`src/rtl/stage_execute_muldiv_pkg.sv`:
```
// Shared encodings for the execute stage: ALU, compare and mul/div op selects,
// plus the state type of the iterative mul/div sequencer.
package exec_pkg;

    localparam logic [3:0] ALUOP_ADD = 4'd0;
    localparam logic [3:0] ALUOP_SUB = 4'd1;
    localparam logic [3:0] ALUOP_AND = 4'd2;
    localparam logic [3:0] ALUOP_OR  = 4'd3;
    localparam logic [3:0] ALUOP_XOR = 4'd4;
    localparam logic [3:0] ALUOP_SHL = 4'd5;
    localparam logic [3:0] ALUOP_SHR = 4'd6;
    localparam logic [3:0] ALUOP_SRA = 4'd7;

    localparam logic [1:0] CMPOP_LTU  = 2'd0;
    localparam logic [1:0] CMPOP_LT   = 2'd1;
    localparam logic [1:0] CMPOP_EQ   = 2'd2;
    localparam logic [1:0] CMPOP_CORE = 2'd3;

    localparam logic [1:0] MDOP_MUL   = 2'd0;
    localparam logic [1:0] MDOP_MULHU = 2'd1;
    localparam logic [1:0] MDOP_DIVU  = 2'd2;
    localparam logic [1:0] MDOP_REMU  = 2'd3;

    // Fixed state codes so older tools and waveform decoders see stable values
    localparam logic [1:0] MD_IDLE = 2'd0;
    localparam logic [1:0] MD_RUN  = 2'd1;
    localparam logic [1:0] MD_DONE = 2'd2;

    typedef enum logic [1:0] {
        IDLE = MD_IDLE,
        RUN  = MD_RUN,
        DONE = MD_DONE
    } md_state_t;

endpackage

```
`src/rtl/stage_execute_muldiv_muldiv_iter.sv`:
```
// Iterative radix-2 multiply / divide unit: one result bit per cycle for XLEN cycles.
// The restoring divider is only built when STAGE_EXEC_DIV_EN is defined.
module muldiv_iter
    import exec_pkg::*;
#(
    parameter int XLEN = 32
) (
    input  logic            clk,
    input  logic            rst,
    input  logic            start,
    input  logic [1:0]      op,
    input  logic [XLEN-1:0] a,
    input  logic [XLEN-1:0] b,
    input  logic            ack,
    output logic            done,
    output logic            busy,
    output logic [XLEN-1:0] result
);

    localparam int CNT_W = $clog2(XLEN);

    md_state_t       state;
    logic [CNT_W-1:0] cnt;
    logic [1:0]      op_q;
    logic [XLEN-1:0] opnd_q;
    logic [XLEN:0]   hi;
    logic [XLEN-1:0] lo;

    logic [XLEN:0]   mul_sum;
    logic [XLEN:0]   hi_next;
    logic [XLEN-1:0] lo_next;

`ifdef STAGE_EXEC_DIV_EN
    logic [XLEN:0]   div_shift;
    logic [XLEN:0]   div_diff;
`else
    logic            unused_div_sel;
    assign unused_div_sel = op_q[1];
`endif

    // {hi,lo} is shared: product shifts right for multiply, remainder/quotient shift left for divide
    always_comb begin
        mul_sum = hi + (lo[0] ? {1'b0, opnd_q} : '0);
        hi_next = {1'b0, mul_sum[XLEN:1]};
        lo_next = {mul_sum[0], lo[XLEN-1:1]};
`ifdef STAGE_EXEC_DIV_EN
        div_shift = {hi[XLEN-1:0], lo[XLEN-1]};
        div_diff  = div_shift - {1'b0, opnd_q};
        if (op_q[1]) begin
            if (!div_diff[XLEN]) begin
                hi_next = div_diff;
                lo_next = {lo[XLEN-2:0], 1'b1};
            end else begin
                hi_next = div_shift;
                lo_next = {lo[XLEN-2:0], 1'b0};
            end
        end
`endif
    end

    always_ff @(posedge clk) begin
        if (rst) begin
            state  <= IDLE;
            cnt    <= '0;
            op_q   <= '0;
            opnd_q <= '0;
            hi     <= '0;
            lo     <= '0;
        end else begin
            case (state)
                IDLE: begin
                    if (start) begin
                        op_q   <= op;
                        cnt    <= '0;
                        hi     <= '0;
`ifdef STAGE_EXEC_DIV_EN
                        if (op[1]) begin
                            lo     <= a;
                            opnd_q <= b;
                        end else begin
                            lo     <= b;
                            opnd_q <= a;
                        end
`else
                        lo     <= b;
                        opnd_q <= a;
`endif
                        state  <= RUN;
                    end
                end
                RUN: begin
                    hi  <= hi_next;
                    lo  <= lo_next;
                    cnt <= cnt + 1'b1;
                    if (cnt == CNT_W'(XLEN - 1)) begin
                        state <= DONE;
                    end
                end
                DONE: begin
                    if (ack) begin
                        state <= IDLE;
                    end
                end
                default: state <= IDLE;
            endcase
        end
    end

    always_comb begin
        case (op_q)
            MDOP_MULHU, MDOP_REMU: result = hi[XLEN-1:0];
            MDOP_MUL, MDOP_DIVU:   result = lo;
            default:               result = lo;
        endcase
    end

    assign done = (state == DONE);
    assign busy = (state != IDLE);

endmodule

```
`src/rtl/stage_execute_muldiv.sv`:
```
// Execute stage: single-cycle ALU/compare/jump-link/address generation plus an iterative mul/div.
// Define STAGE_EXEC_DIV_EN to build DIVU/REMU; otherwise those ops return 0 in one cycle.
module stage_execute_muldiv
    import exec_pkg::*;
#(
    parameter int XLEN   = 32,
    parameter int AW     = 4,
    parameter int CORE_W = 5
) (
    input  logic              clk,
    input  logic              rst,
    input  logic [CORE_W-1:0] corenum,
    input  logic [XLEN-1:0]   pc,
    input  logic              stall_in,
    output logic              stall,
    input  logic [AW-1:0]     dest,
    input  logic [3:0]        aluop,
    input  logic              is_cmp,
    input  logic              is_mul,
    input  logic [XLEN-1:0]   reg_a,
    input  logic [XLEN-1:0]   reg_b,
    input  logic [XLEN-1:0]   reg_m,
    input  logic              is_mem_in,
    input  logic              mem_write_in,
    input  logic              is_jump,
    output logic              fwd_valid,
    output logic [AW-1:0]     fwd_addr,
    output logic [XLEN-1:0]   fwd_val,
    output logic              jump,
    output logic [XLEN-1:0]   jump_addr,
    output logic [AW-1:0]     out_addr,
    output logic [XLEN-1:0]   out_val,
    output logic              is_mem,
    output logic [XLEN-1:0]   mem_addr,
    output logic [XLEN-1:0]   mem_val,
    output logic              mem_write,
    output logic              busy
);

    localparam int SH_W = $clog2(XLEN);

    logic [SH_W-1:0] shamt;
    logic [XLEN-1:0] alu_res;
    logic [XLEN-1:0] cmp_res;
    logic [XLEN-1:0] md_result;
    logic [XLEN-1:0] addr_sum;
    logic            md_fsm_op;
    logic            md_start;
    logic            md_done;
    logic            md_busy;
    logic            own_stall;

    assign shamt    = reg_b[SH_W-1:0];
    assign addr_sum = reg_a + reg_b;

    // A jump wins over a mul/div, so the sequencer only starts for a genuine multi-cycle op
`ifdef STAGE_EXEC_DIV_EN
    assign md_fsm_op = is_mul & ~is_jump;
`else
    assign md_fsm_op = is_mul & ~is_jump & ~aluop[1];
`endif

    assign md_start  = md_fsm_op & ~md_busy;
    assign own_stall = md_start | (md_busy & ~md_done);
    assign stall     = own_stall | stall_in;

    muldiv_iter #(
        .XLEN (XLEN)
    ) u_muldiv (
        .clk    (clk),
        .rst    (rst),
        .start  (md_start),
        .op     (aluop[1:0]),
        .a      (reg_a),
        .b      (reg_b),
        .ack    (~stall_in),
        .done   (md_done),
        .busy   (md_busy),
        .result (md_result)
    );

    always_comb begin
        case (aluop)
            ALUOP_ADD: alu_res = reg_a + reg_b;
            ALUOP_SUB: alu_res = reg_a - reg_b;
            ALUOP_AND: alu_res = reg_a & reg_b;
            ALUOP_OR:  alu_res = reg_a | reg_b;
            ALUOP_XOR: alu_res = reg_a ^ reg_b;
            ALUOP_SHL: alu_res = reg_a << shamt;
            ALUOP_SHR: alu_res = reg_a >> shamt;
            ALUOP_SRA: alu_res = $signed(reg_a) >>> shamt;
            default:   alu_res = '0;
        endcase
    end

    always_comb begin
        case (aluop[1:0])
            CMPOP_LTU:  cmp_res = {{(XLEN-1){1'b0}}, reg_a < reg_b};
            CMPOP_LT:   cmp_res = {{(XLEN-1){1'b0}}, $signed(reg_a) < $signed(reg_b)};
            CMPOP_EQ:   cmp_res = {{(XLEN-1){1'b0}}, reg_a == reg_b};
            CMPOP_CORE: cmp_res = XLEN'(corenum);
            default:    cmp_res = '0;
        endcase
    end

    always_comb begin
        if (is_jump) begin
            fwd_val = pc + XLEN'(4);
        end else if (is_mul) begin
`ifdef STAGE_EXEC_DIV_EN
            fwd_val = md_result;
`else
            fwd_val = (aluop[1:0] == MDOP_DIVU || aluop[1:0] == MDOP_REMU) ? '0 : md_result;
`endif
        end else if (is_cmp) begin
            fwd_val = cmp_res;
        end else begin
            fwd_val = alu_res;
        end
    end

    assign fwd_valid = ~is_mem_in & ~(is_mul & ~md_done);
    assign fwd_addr  = dest;
    assign jump      = is_jump;
    assign jump_addr = addr_sum;
    assign mem_addr  = addr_sum;
    assign mem_val   = reg_m;
    assign mem_write = mem_write_in;
    assign busy      = md_busy;

    // Our own stall inserts bubbles downstream; a downstream stall freezes the register
    always_ff @(posedge clk) begin
        if (rst) begin
            out_addr <= '0;
            out_val  <= '0;
            is_mem   <= 1'b0;
        end else if (!stall) begin
            out_addr <= dest;
            out_val  <= fwd_val;
            is_mem   <= is_mem_in;
        end else if (!stall_in) begin
            out_addr <= '0;
            out_val  <= '0;
            is_mem   <= 1'b0;
        end
    end

endmodule

```
`config.mk`:
```
export PLATFORM = sky130hd
export DESIGN_NAME = stage_execute_muldiv
export DESIGN_NICKNAME = d
export VERILOG_FILES = /design/src/rtl/stage_execute_muldiv_pkg.sv /design/src/rtl/stage_execute_muldiv_muldiv_iter.sv /design/src/rtl/stage_execute_muldiv.sv
export SDC_FILE = /design/constraint.sdc
export NUM_CORES = 1
export LEC_CHECK = 0
export CAP_MARGIN = 25
export CORE_MARGIN = 1.5
export CORE_UTILIZATION = 40
export CTS_BUF_LIST = sky130_fd_sc_hd__clkbuf_16
export DETAILED_ROUTE_END_ITERATION = 8
export SYNTH_ARGS = -nofsm -noshare
export SYNTH_HDL_FRONTEND = slang
export SYNTH_SLANG_ARGS = --single-unit
```
`constraint.sdc`:
```
create_clock -name clk -period 17.9 [get_ports clk]
set_clock_uncertainty 0.05 [all_clocks]
set_input_delay 4.475 -clock clk [delete_from_list [all_inputs] [get_ports clk]]
set_output_delay 4.475 -clock clk [all_outputs]
set_load 0.02 [all_outputs]
```
==> flow_summary_export.csv, run 1 <==
group,metric,value,unit
run_status,status,"finished clean",
global_routing,grtUsageTotal,39.9,%
clocking,cts.path.max_buffers,2,
routing,postRouteAntennaNets,0,
routing,vias_per_cell,6.59,
finish,nets,2846,
routing,wl_per_cell,30.6,um
timing,post-route-period-util,79.9,%
synth,ys_warn_count,0,
synth,syn_area,18600,um^2
routing,num_vias,20907,
timing,post-route-min-period,14300,ps
floorplan,die_h,218,um
power_and_ir_drop,ir_drop,72.2,uV
power_and_ir_drop,swShare,43.7,%
synth,synth_top_flop_cell,"dfxtp_1",
power_and_ir_drop,clkPwrFrac,26.7,%
worst_setup_path,path_class,"input port to output pin",
floorplan,start_util,40.7,%
worst_setup_path,crit_slowest_cell,"clkdlybuf4s50_1",
timing,slew_violations,0,
placed_design,gp_congestion,1.04,
synth,netlist_instances,2470,
timing,setup-violations-final,0,
clocking,ctsHoldBuffers,0,
power_and_ir_drop,pwr-share-comb,48.2,%
clocking,cts_tree,"built",
timing,fmax,70.0,MHz
clocking,h-tree-depth,4,
worst_setup_path,critPathMostFrequentCell,"o211ai_1",
power_and_ir_drop,power.share.sequential,25.1,%
power_and_ir_drop,p_leak,8.42,nW
worst_setup_path,arrival,9770,ps
timing,relSlewSlack,18.6,%
routing,first_pass_iters,6,
floorplan,coreArea,45600,um^2
synth,yosys_register_bits,141,
worst_setup_path,cp_cell_sequence,"buf_2 -> buf_4 -> inv_2 -> ha_1 -> o211ai_1 -> a21oi_2 -> o211ai_1 -> a2111o_1 -> and2b_1 -> xnor2_1 -> a221oi_2 -> a211oi_2 -> clkdlybuf4s50_1",
floorplan,die_w,218,um
synth,syn_avg_cell_area,7.51,um^2
clocking,cts_root_buffer,"clkbuf_16",
global_routing,grt_first_pass_wirelength,138000,um
worst_setup_path,crit_path_start_kind,"input port",
synth,synth_cell_type_count,120,
synth,synthArstFlopShare,0,%
clocking,cts-resized-gates,0,
worst_setup_path,cp_top_family,"compound AO/OA/AOI/OAI gates",
hold_path,hp-class,"flop to flop",
run,maxCapViolCount,0,
power_and_ir_drop,power_density,61.9,nW/um^2
placed_design,hpwl,74400,um
synth,synth_edf_count,0,
worst_setup_path,worst-path-buf-inv,4,
finish,mostFrequentLayoutCell,"nand2_1",
clocking,clkSinkCount,141,
timing,finalSetupTns,0,ps
worst_setup_path,crit_path_max_fanout,59,
synth,synthesis.nets,2755,
timing,hold_viol_final,0,
clocking,cts_made_buffers,17,
finish,synthToLayoutAreaGrowth,16.5,%
global_routing,grt_max_degree,93,
clocking,path_clk_slew,60,ps
global_routing,grt_pass1_vias,19434,
timing,tightest_slew,1200,ps
power_and_ir_drop,switchingPower,0.585,mW
floorplan,ios,323,
clocking,cts_setup_buffers,0,
global_routing,grt_antenna_before_repair,2,
routing,finalWirelength,97000,um
timing,hold_ws,400,ps
worst_setup_path,worstSetupEndpointType,"output pin",
routing,drtIter0Drc,2500,
power_and_ir_drop,intPower,0.754,mW
worst_setup_path,max_stage_delay,690,ps
clocking,insertion_delay,470,ps
timing,rsz0062_at_grt,"no",
finish,final_area,21600,um^2
global_routing,overflow,0,
floorplan,num_rows,78,
synth,seq_area_frac_synth,15.2,%
finish,drive_gt1_share,10.4,%
placed_design,numPortBuffers,256,
placed_design,place_area,20900,um^2
floorplan,die_area,47700,um^2
routing,route.detailed.drc,0,
finish,diodes,0,
finish,mostFrequentLayoutCells,"nand2_1, clkdlybuf4s50_1, nor2_1",
worst_setup_path,required,13380,ps
[logic make-up after synthesis]
logic type / after synthesis / synth area share [%]
buffers and inverters: 353 / 9.60
flip-flops: 141 / 15.2
XOR/XNOR: 97 / 4.58
AO/OA/AOI/OAI: 755 / 28.6
AND/OR/NAND/NOR: 846 / 21.5
adder cells (fa/ha/maj): 136 / 9.29
multiplexers: 142 / 11.2
[worst paths after layout]
| check | start | end | slack (ps) | depth (start not counted) |
|---|---|---|---|---|
| setup / recovery | reg_b[3] | fwd_val[26] | 3600 | 13 |
| hold / removal | u_muldiv.opnd_q[14] | u_muldiv.opnd_q[14] | 400 | 2 |
| hold reg to reg | u_muldiv.opnd_q[14] | u_muldiv.opnd_q[14] | 400 | 2 |
| setup reg to reg | u_muldiv.lo[0] | u_muldiv.hi[24] | 14340 | 12 |
[cells in the mapped netlist (39+ instances only)]
library cell  number  area, um^2
clkbuf_1         102         383
mux2_2            42         473
buf_4             85         638
xnor2_1           62         543
mux4_2            42         946
a22o_1            39         342
mux2i_1           47         470
nand3_1           64         320
nand2_1          295        1110
and2_1            47         294
inv_1             99         372
o21ai_0           86         430
nor2_1           232         871
ha_1             133        1660
dfxtp_1          141        2820
a21oi_1          227        1140
[power groups by stage]
stage / clock network [mW] / logic, mW / registers (mW)
6_report: 0.357 / 0.645 / 0.336
5_1_grt: 0.374 / 0.672 / 0.338
2_1_floorplan: 0 / 0.380 / 0.346
3_3_place_gp: 0 / 0.624 / 0.343
4_1_cts: 0.363 / 0.626 / 0.337
3_5_place_dp: 0 / 0.624 / 0.344
[stage by stage]
step / instances / total power [mW] / util [%] / setup WS [ps]
final: 3174 / 1.34 / 47.4 / 3600
after global routing: 3174 / 1.38 / 47.4 / 3510
after CTS: 3166 / 1.33 / 47.2 / 3640
after detailed placement: 3134 / 0.968 / 45.9 / 3670
after global placement: 3133 / 0.968 / 45.9 / 3740
after floorplan: 2470 / 0.727 / - / 5480
[state kept, by name, indices dropped and copies added, names as in the netlist]
register and cells:
is_mem 1, out_addr 4, out_val 32, u_muldiv.cnt 5, u_muldiv.hi 32, u_muldiv.lo 32
u_muldiv.op_q 1, u_muldiv.opnd_q 32, u_muldiv.state 2
[tightest hold or removal path: stages, from the launching register on]
cell	delay, ps
dfxtp_1	300
nand2_1	50
a21oi_1	50
[per-layer routing]
| metal | vias up | part of all wire (%) | track usage [%] |
|---|---|---|---|
| met3 | 251 | 10 | 10.7 |
| met1 | 10119 | 41 | 51.1 |
| li1 | 9178 | - | - |
| met2 | 1357 | 42 | 59.5 |
| met4 | 2 | 6.5 | 23.8 |
| met5 | - | 0.013 | 0 |
[cell type report]
type / instances / area [um^2]
clock buffers: 17 / 425
clock inverters: 15 / 153
fillers: 4644 / 24000
inverters: 103 / 387
multi-input cells: 1976 / 14000
flip-flops and latches: 141 / 2820
well taps: 600 / 751
repair buffers: 322 / 3070
(Power assumes the default switching activity.)
==> inputs of run 2 (changes only) <==
clock period = 13.8 ns   (was 17.9 ns; I/O delays follow)
==> flow_summary_export.csv, run 2 (synthesis gave the netlist of run 1 again) <==
group,metric,value,unit
worst_setup_path,crit_path_max_fanout,12,
floorplan,ios,323,
placed_design,pre_cts_slack,1970,ps
routing,wl_per_cell,30.6,um
placed_design,numPortBuffers,256,
power_and_ir_drop,power.share.sequential,24.8,%
run_status,status,"finished clean",
finish,synthToLayoutAreaGrowth,16.6,%
timing,hold_ws,401,ps
hold_path,hold_depth,2,
worst_setup_path,critPathMostFrequentCell,"clkdlybuf4s50_1",
routing,route.detailed.drc,0,
power_and_ir_drop,intPower,0.997,mW
finish,mostFrequentLayoutCell,"nand2_1",
worst_setup_path,arrival,8540,ps
floorplan,die_w,218,um
finish,nets,2849,
global_routing,grt_pass1_vias,19264,
finish,drive_gt1_share,10.4,%
worst_setup_path,required,10300,ps
clocking,insertion_delay,470,ps
global_routing,grt_first_pass_wirelength,138000,um
clocking,cts_made_buffers,17,
global_routing,overflow,0,
routing,finalWirelength,97300,um
timing,post-route-min-period,12040,ps
hold_path,hp-class,"flop to flop",
floorplan,die_h,218,um
placed_design,place_area,21000,um^2
routing,postRouteAntennaNets,0,
timing,hold_viol_final,0,
power_and_ir_drop,switchingPower,0.761,mW
worst_setup_path,regToRegStartpoint,"u_muldiv.lo[0]",
routing,first_pass_iters,5,
clocking,cts_root_buffer,"clkbuf_16",
floorplan,start_util,40.7,%
worst_setup_path,worst-r2r-cell-count,12,
timing,slew_violations,0,
routing,num_vias,20940,
power_and_ir_drop,clkPwrFrac,27.3,%
clocking,cts_setup_buffers,0,
floorplan,num_rows,78,
worst_setup_path,r2r-end,"u_muldiv.hi[24]",
finish,mostFrequentLayoutCells,"nand2_1, clkdlybuf4s50_1, nor2_1",
finish,finalNonFillerCells,3177,
finish,diodes,0,
timing,rsz0062_at_grt,"no",
worst_setup_path,cp_cell_sequence,"clkdlybuf4s50_1 -> inv_1 -> ha_1 -> o21ai_0 -> o211ai_1 -> nand2_1 -> o41ai_2 -> a31oi_1 -> nor2_1 -> a2111oi_0 -> a222oi_1 -> clkdlybuf4s50_1",
clocking,ctsHoldBuffers,0,
timing,tightest_slew,1140,ps
timing,post-route-period-util,87.2,%
run,maxCapViolCount,0,
global_routing,grt_max_degree,92,
global_routing,grtUsageTotal,40.2,%
clocking,cts.path.max_buffers,2,
timing,fin_ws,1760,ps
worst_setup_path,max_stage_delay,840,ps
clocking,h-tree-depth,4,
power_and_ir_drop,power_density,81.3,nW/um^2
power_and_ir_drop,ir_drop,102,uV
placed_design,dp.cells,3142,
worst_setup_path,rrSetupSlack,10330,ps
clocking,path_clk_slew,60,ps
global_routing,grt_antenna_before_repair,3,
finish,final_core_util,47.5,%
placed_design,gp_congestion,1.05,
routing,vias_per_cell,6.59,
worst_setup_path,crit_slowest_cell,"clkdlybuf4s50_1",
finish,fill_cells,4685,
worst_setup_path,worstSetupEndpointType,"output pin",
timing,relSlewSlack,24.2,%
power_and_ir_drop,pwr-share-comb,48.0,%
timing,finalSetupTns,0,ps
clocking,cts-resized-gates,0,
floorplan,coreArea,45600,um^2
timing,setup-violations-final,0,
hold_path,min-delay-start,"u_muldiv.opnd_q[15]",
worst_setup_path,crit_path_start_kind,"input port",
routing,drtIter0Drc,2538,
clocking,clkSinkCount,141,
worst_setup_path,worstSetupStartpoint,"reg_a[3]",
power_and_ir_drop,p_leak,8.43,nW
floorplan,die_area,47700,um^2
hold_path,min_to,"u_muldiv.opnd_q[15]",
finish,final_area,21600,um^2
timing,fmax,83.1,MHz
clocking,cts_tree,"built",
worst_setup_path,path_class,"input port to output pin",
placed_design,hpwl,76800,um
power_and_ir_drop,finalPower,1.76,mW
power_and_ir_drop,swShare,43.3,%
## run 2: cell count changes in the layout (fill, tap and decap cells not counted), sizes merged
cell / change
buf: +2
bufinv: +1
clkdlybuf4s50: +1
clkinv: -1
## run 2: how the worst max path moves through the flow
stage,end,cells past startpoint
2_1_floorplan,fwd_val[17],13
3_3_place_gp,fwd_val[15],12
3_5_place_dp,fwd_val[15],12
4_1_cts,fwd_val[15],12
5_1_grt,fwd_val[15],12
6_report,fwd_val[15],12
## run 2: metal layers
metal  share of wire (%)  GRT usage [%]
met2                  43           60.9
met5               0.013              0
met4                 6.2           22.4
met3                  10           9.23
met1                  41           52.2
## run 2: final cells by class
| cell class | instances | area [um^2] | area share [%] |
|---|---|---|---|
| repair buffers | 325 | 3070 | 14.2 |
| clock buffers | 17 | 425 | 1.97 |
| inverters | 103 | 387 | 1.79 |
| well taps | 600 | 751 | 3.47 |
| multi-input cells | 1976 | 14000 | 64.7 |
| clock inverters | 15 | 178 | 0.821 |
| flip-flops and latches | 141 | 2820 | 13.0 |
## run 2: power groups by stage
| stage | registers, mW | logic (mW) | clock network, mW |
|---|---|---|---|
| 6_report | 0.435 | 0.843 | 0.480 |
| 3_3_place_gp | 0.445 | 0.819 | 0 |
| 2_1_floorplan | 0.449 | 0.493 | 0 |
| 3_5_place_dp | 0.446 | 0.818 | 0 |
| 4_1_cts | 0.437 | 0.821 | 0.488 |
| 5_1_grt | 0.437 | 0.877 | 0.502 |
## run 2: worst max-delay path: cells and delay by family
kind	cells	cell delay (ps)
compound gates	6	2340
buf+inv	3	1700
fa+ha+maj	1	540
simple gates	2	490
